<file path="src/rtl/edge_burst_detect_pkg.sv">
// rtl/edge_burst_detect_pkg.sv - mode encoding and sizing helpers for edge_burst_detect
package edge_burst_pkg;

    typedef enum logic [1:0] {
        MODE_RISE = 2'b00,
        MODE_FALL = 2'b01,
        MODE_BOTH = 2'b10,
        MODE_OFF  = 2'b11
    } mode_e;

    // Width needed to hold every count 0..win, and therefore every threshold.
    function automatic int cnt_width(input int win);
        return $clog2(win + 1);
    endfunction

    function automatic logic edge_event(input logic cur, input logic old, input logic [1:0] mode);
        logic evt;
        case (mode_e'(mode))
            MODE_RISE: evt = cur & ~old;
            MODE_FALL: evt = ~cur & old;
            MODE_BOTH: evt = cur ^ old;
            MODE_OFF:  evt = 1'b0;
        endcase
        return evt;
    endfunction

endpackage

</file>
<file path="src/rtl/ebd_channel.sv">
// rtl/ebd_channel.sv - one channel: synchronizer, edge select, window ring buffer, hit and sticky
module ebd_channel
    import edge_burst_pkg::*;
#(
    parameter int WIN   = 5,
    parameter int CNT_W = 3,
    parameter int IDX_W = 3
) (
    input  logic             clk,
    input  logic             rst_n,
    input  logic             in_sig_i,
    input  logic [1:0]       mode_i,
    input  logic [CNT_W-1:0] thr_i,
    input  logic             clr_win_i,
    input  logic             clr_sticky_i,
    input  logic [IDX_W-1:0] idx_i,
    output logic             hit_o,
    output logic             hit_sticky_o,
    output logic [CNT_W-1:0] cnt_o
);

    logic             s1_q;
    logic             s2_q;
    logic             prev_q;
    logic [WIN-1:0]   rb_q;
    logic [WIN-1:0]   rb_d;
    logic [CNT_W-1:0] sum_q;
    logic [CNT_W-1:0] sum_d;
    logic             cond_q;
    logic             cond_d;
    logic             hit_q;
    logic             hit_d;
    logic             sticky_q;
    logic             sticky_d;

    logic             evt;
    logic [CNT_W:0]   sum_next;
    logic             cond;

    always_comb begin
        evt = edge_event(s2_q, prev_q, mode_i);
        // One extra bit so the running sum can never wrap before the compare.
        sum_next = {1'b0, sum_q} - {{CNT_W{1'b0}}, rb_q[idx_i]} + {{CNT_W{1'b0}}, evt};
        cond     = (thr_i != '0) && (sum_next >= {1'b0, thr_i});

        rb_d        = rb_q;
        rb_d[idx_i] = evt;
        sum_d       = sum_next[CNT_W-1:0];
        cond_d      = cond;
        hit_d       = cond & ~cond_q;

        if (clr_win_i) begin
            rb_d   = '0;
            sum_d  = '0;
            cond_d = 1'b0;
            hit_d  = 1'b0;
        end

        // A new hit wins over a simultaneous clear.
        sticky_d = hit_d | (sticky_q & ~clr_sticky_i);
    end

    always_ff @(posedge clk or negedge rst_n) begin
        if (!rst_n) begin
            s1_q     <= 1'b0;
            s2_q     <= 1'b0;
            prev_q   <= 1'b0;
            rb_q     <= '0;
            sum_q    <= '0;
            cond_q   <= 1'b0;
            hit_q    <= 1'b0;
            sticky_q <= 1'b0;
        end else begin
            s1_q     <= in_sig_i;
            s2_q     <= s1_q;
            prev_q   <= s2_q;
            rb_q     <= rb_d;
            sum_q    <= sum_d;
            cond_q   <= cond_d;
            hit_q    <= hit_d;
            sticky_q <= sticky_d;
        end
    end

    assign hit_o        = hit_q;
    assign hit_sticky_o = sticky_q;
    assign cnt_o        = sum_q;

endmodule

</file>
<file path="src/rtl/edge_burst_detect.sv">
// rtl/edge_burst_detect.sv - NCH-channel sliding-window edge burst detector with shared window index
module edge_burst_detect
    import edge_burst_pkg::*;
#(
    parameter  int NCH   = 4,
    parameter  int WIN   = 5,
    localparam int CNT_W = cnt_width(WIN)
) (
    input  logic                 clk,
    input  logic                 rst_n,
    input  logic [NCH-1:0]       in_sig,
    input  logic [1:0]           mode,
    input  logic [CNT_W-1:0]     thr,
    input  logic                 clr_win,
    input  logic [NCH-1:0]       clr_sticky,
    output logic [NCH-1:0]       hit,
    output logic [NCH-1:0]       hit_sticky,
    output logic [NCH*CNT_W-1:0] cnt
);

    localparam int               IDX_W    = $clog2(WIN);
    localparam logic [IDX_W-1:0] IDX_LAST = IDX_W'(WIN - 1);

    logic [IDX_W-1:0] idx_q;
    logic [IDX_W-1:0] idx_d;

    // One index for all channels keeps every window aligned to the same cycles.
    always_comb begin
        if (clr_win || (idx_q == IDX_LAST)) begin
            idx_d = '0;
        end else begin
            idx_d = idx_q + 1'b1;
        end
    end

    always_ff @(posedge clk or negedge rst_n) begin
        if (!rst_n) begin
            idx_q <= '0;
        end else begin
            idx_q <= idx_d;
        end
    end

    for (genvar ch = 0; ch < NCH; ch++) begin : g_ch
        ebd_channel #(
            .WIN   (WIN),
            .CNT_W (CNT_W),
            .IDX_W (IDX_W)
        ) u_ch (
            .clk          (clk),
            .rst_n        (rst_n),
            .in_sig_i     (in_sig[ch]),
            .mode_i       (mode),
            .thr_i        (thr),
            .clr_win_i    (clr_win),
            .clr_sticky_i (clr_sticky[ch]),
            .idx_i        (idx_q),
            .hit_o        (hit[ch]),
            .hit_sticky_o (hit_sticky[ch]),
            .cnt_o        (cnt[ch*CNT_W +: CNT_W])
        );
    end

endmodule

</file>
<file path="config.mk">
export PLATFORM = sky130hd
export DESIGN_NAME = edge_burst_detect
export DESIGN_NICKNAME = d
export VERILOG_FILES = /design/src/rtl/edge_burst_detect_pkg.sv /design/src/rtl/ebd_channel.sv /design/src/rtl/edge_burst_detect.sv
export SDC_FILE = /design/constraint.sdc
export NUM_CORES = 1
export LEC_CHECK = 0
export ABC_CLOCK_PERIOD_IN_PS = 3300
export CAP_MARGIN = 5
export CORE_ASPECT_RATIO = 1.1
export CORE_MARGIN = 3
export CORE_UTILIZATION = 45
export CTS_BUF_LIST = sky130_fd_sc_hd__clkbuf_8
export CTS_CLUSTER_DIAMETER = 80
export DETAILED_ROUTE_END_ITERATION = 6
export GPL_TIMING_DRIVEN = 0
export PLACE_DENSITY = 0.7
export SETUP_SLACK_MARGIN = 0.2
export SLEW_MARGIN = 20
export SYNTH_ARGS = -nofsm -noshare
export SYNTH_HDL_FRONTEND = slang
export SYNTH_SLANG_ARGS = --single-unit
</file>
<file path="constraint.sdc">
create_clock -name clk -period 3.3 [get_ports clk]
set_input_delay 0.33 -clock clk [delete_from_list [all_inputs] [get_ports clk]]
set_output_delay 0.33 -clock clk [all_outputs]
set_load 0.005 [all_outputs]
</file>
==> summary.txt <==
Status: complete, no violations
Max-Cap Viols: 0
Crit-path max FO: 8
CTS tree: built
Count leader, synth: dfrtp_1
Starting density of the core: 47.61%
CTS Root Cell: clkbuf_8
Tot Pwr: 2930 uW
CTS sink cnt: 59
Total GRT Usage: 17.19%
P_leak: 0.001923 uW
Residual DRC: 0
Final Setup Violations: 0
Gr ovfl total: 0
Ys flop type: dfrtp_1
Crit path time final: 3.174 ns
Unrepaired setup endpoints after global routing: true
WP data arrival: 3.40 ns
Post-synth ARST share: 100.0%
Die area: 0.008236 mm2
Slowest-stage cell, CP: dfrtp_2
Top cells by area, synth: dfrtp_1 46%, ha_1 15%, a211oi_1 5.8%, inv_1 5.3%, nor2_1 4.9%
Worst hold path class: flop to flop
Clock slew at reported path FFs: 0.07 ns
Inst Count DP: 434
Max-slew violations: 0
Crit-path leading delay family: adder cells
Antenna cells: 0
EDFF count, synth: 0
Final Hold Viols: 0
Largest net degree at the start of global routing: 34
Fill cell count: 548
Gate Count Post-Synth: 317
CP bufs+invs: 2
Die X-Extent: 86.80 um
Final Instance Count excl. Fillers: 458
Max incr delay on CP: 0.42 ns
Crit share post-route: 96.17%
Share of cells above drive strength 1: 19.15%
Most common library cells after synthesis: 59 x dfrtp_1, 46 x inv_1, 42 x nor2_1, 38 x ha_1, 25 x a211oi_1
Total vias in the final route: 2364
Worst skew pair latency: 0.34 ns
Final core utilization: 60.65%
PortBufs: 34
Fmax: 315.1 MHz
Mapped Area: 0.003232 mm2
Rel. slew slack: 56.05%
Synth cell types: 29
Pwr/cell area: 711.8 mW/mm2
Row count: 31
Flops & latches, synth: 59
WL/cell: 13.87 um
Clock skew: 0.008494 ns
Vias in the first global route: 2387
Stages on worst setup path: 15
Peak supply drop: 0.0004085 V
Final ANT Viol Nets: 0
Core area: 0.006788 mm2
Crit-path most repeated cell: ha_1
Num CTS Buffers: 9
Synth top area share: 45.68%
Setup crit end kind: flop
GPL Wtd Cong: 0.7731
Drt via density: 5.162
DPL Wire Length: 4462 um
Worst EP required: 3.52 ns
Area grow syn2layout: 27.37%
CP Cell Sequence: buf_8 -> mux2i_1 -> nor2_1 -> a31oi_1 -> o32ai_2 -> ha_1 -> inv_1 -> ha_2 -> fa_2 -> xor2_2 -> ha_1 -> a21oi_2 -> o21ai_2 -> o31ai_4 -> o22ai_1
Initial antenna violation count: 0
Avg Cell Area, Syn: 10.20 um2
Design Area, Final: 0.004116 mm2
Worst Hold Path Cells: 0
Drt first pass iters: 4
Synth area leader: dfrtp_1
Max Root-Sink Buffers: 2
Setup Crit Path Kind: flop to flop
Yosys warning count: 0
First-pass GRT wire length: 10860 um
Nets: 429
H-tree depth: 3
Post-Route WL: 6352 um
Cells on worst reg2reg path: 15
Num ports: 36
Seq/Total Area, Yosys: 45.68%
Slew @ Worst Pin: 0.6568 ns
Setup crit start kind: flop
Initial detailed-routing violation count: 90
DP Area: 0.003702 mm2
Post-Syn Nets: 375
Die height: 94.88 um
-- worst paths after layout --
check,from,to,slack [ns]
max,idx_q[1]$_DFF_PN0_,g_ch[1].u_ch.hit_sticky_o$_DFF_PN0_,0.13
min,g_ch[3].u_ch.s1_q$_DFF_PN0_,g_ch[3].u_ch.s2_q$_DFF_PN0_,0.35
max reg2reg,idx_q[1]$_DFF_PN0_,g_ch[1].u_ch.hit_sticky_o$_DFF_PN0_,0.13
min reg2reg,g_ch[3].u_ch.s1_q$_DFF_PN0_,g_ch[3].u_ch.s2_q$_DFF_PN0_,0.35
max in group asynchronous,rst_n,idx_q[1]$_DFF_PN0_,2.35
min in group asynchronous,rst_n,g_ch[2].u_ch.hit_sticky_o$_DFF_PN0_,0.44
-- stage by stage --
step	hold WS (ns)	setup TNS [ns]	setup WS [ns]
4_1_cts	0.3537	0	0.1086
2_1_floorplan	0.03441	0	0.1961
3_3_place_gp	0.3333	-3.764	-0.4172
5_1_grt	0.3658	-0.1219	-0.06851
6_report	0.3512	0	0.1263
3_5_place_dp	0.2638	-4.284	-0.4476
-- flip-flops by register name, indices dropped and copies added (netlist names) --
register / flops
g_ch.u_ch.rb_q: 20
idx_q: 3
g_ch.u_ch.hit_o: 4
g_ch.u_ch.prev_q: 4
g_ch.u_ch.cond_q: 4
g_ch.u_ch.hit_sticky_o: 4
g_ch.u_ch.s2_q: 4
g_ch.u_ch.cnt_o: 12
g_ch.u_ch.s1_q: 4
-- cell usage in the layout, fill, tap and decap left out, types with 5 or more instances in the layout --
master,n
nor2_1,41
clkdlybuf4s50_1,33
nor2b_1,14
a21oi_2,7
inv_1,47
nand2b_1,6
nor3_1,5
a211oi_1,25
buf_4,17
clkbuf_8,9
mux2i_1,7
ha_1,34
o22ai_1,5
dfrtp_1,57
a21oi_1,7
-- worst register-to-register path, cell delays in order, from the launching register on --
cell,delay (ns)
dfrtp_2,0.42
buf_8,0.14
mux2i_1,0.14
nor2_1,0.06
a31oi_1,0.20
o32ai_2,0.13
ha_1,0.29
inv_1,0.04
ha_2,0.19
fa_2,0.37
xor2_2,0.16
ha_1,0.32
a21oi_2,0.16
o21ai_2,0.09
o31ai_4,0.25
o22ai_1,0.10
-- per-layer routing --
| layer | vias to the layer above | global-route usage (%) | share of wire [%] |
|---|---|---|---|
| li1 | 1162 | - | - |
| met1 | 1145 | 20.53 | 43 |
| met2 | 47 | 29.05 | 51 |
| met3 | 10 | 4.625 | 4.6 |
| met4 | 0 | 7.143 | 1.9 |
| met5 | - | 0 | 0 |
-- cell type report --
type	instances	area, um2	area share [%]
multi-input cells	194	1607	39.03
flip-flops and latches	59	1479	35.93
repair buffers	43	420.4	10.21
inverters	48	185.2	4.498
clock buffers	9	123.9	3.009
plain buffers	16	113.9	2.766
well taps	82	102.6	2.492
clock inverters	7	85.08	2.067
-- power breakdown --
part	leakage [uW]	switching [uW]	internal, uW
Sequential	0.000760	70.9	862
Combinational	0.00105	625	663
Clock	0.000112	292	417
-- timing repair --
action	4_1_cts	5_1_grt
hold buffers	1	0
hold endpoints to repair	26	0
cloned	0	0
resized for setup	24	13
pin swaps	21	20
setup buffers	3	4
endpoints found under the setup margin	12	12
-- cells by family after synthesis --
logic type / Yosys count / synth area share [%]
AO/OA/AOI/OAI: 63 / 13.01
AND/OR/NAND/NOR: 78 / 12.00
multiplexers: 7 / 2.168
flip-flops: 59 / 45.68
XOR/XNOR: 4 / 1.084
buffers and inverters: 64 / 8.866
adder cells (fa/ha/maj): 42 / 17.19
No activity file was read; power rests on OpenSTA's default activity.
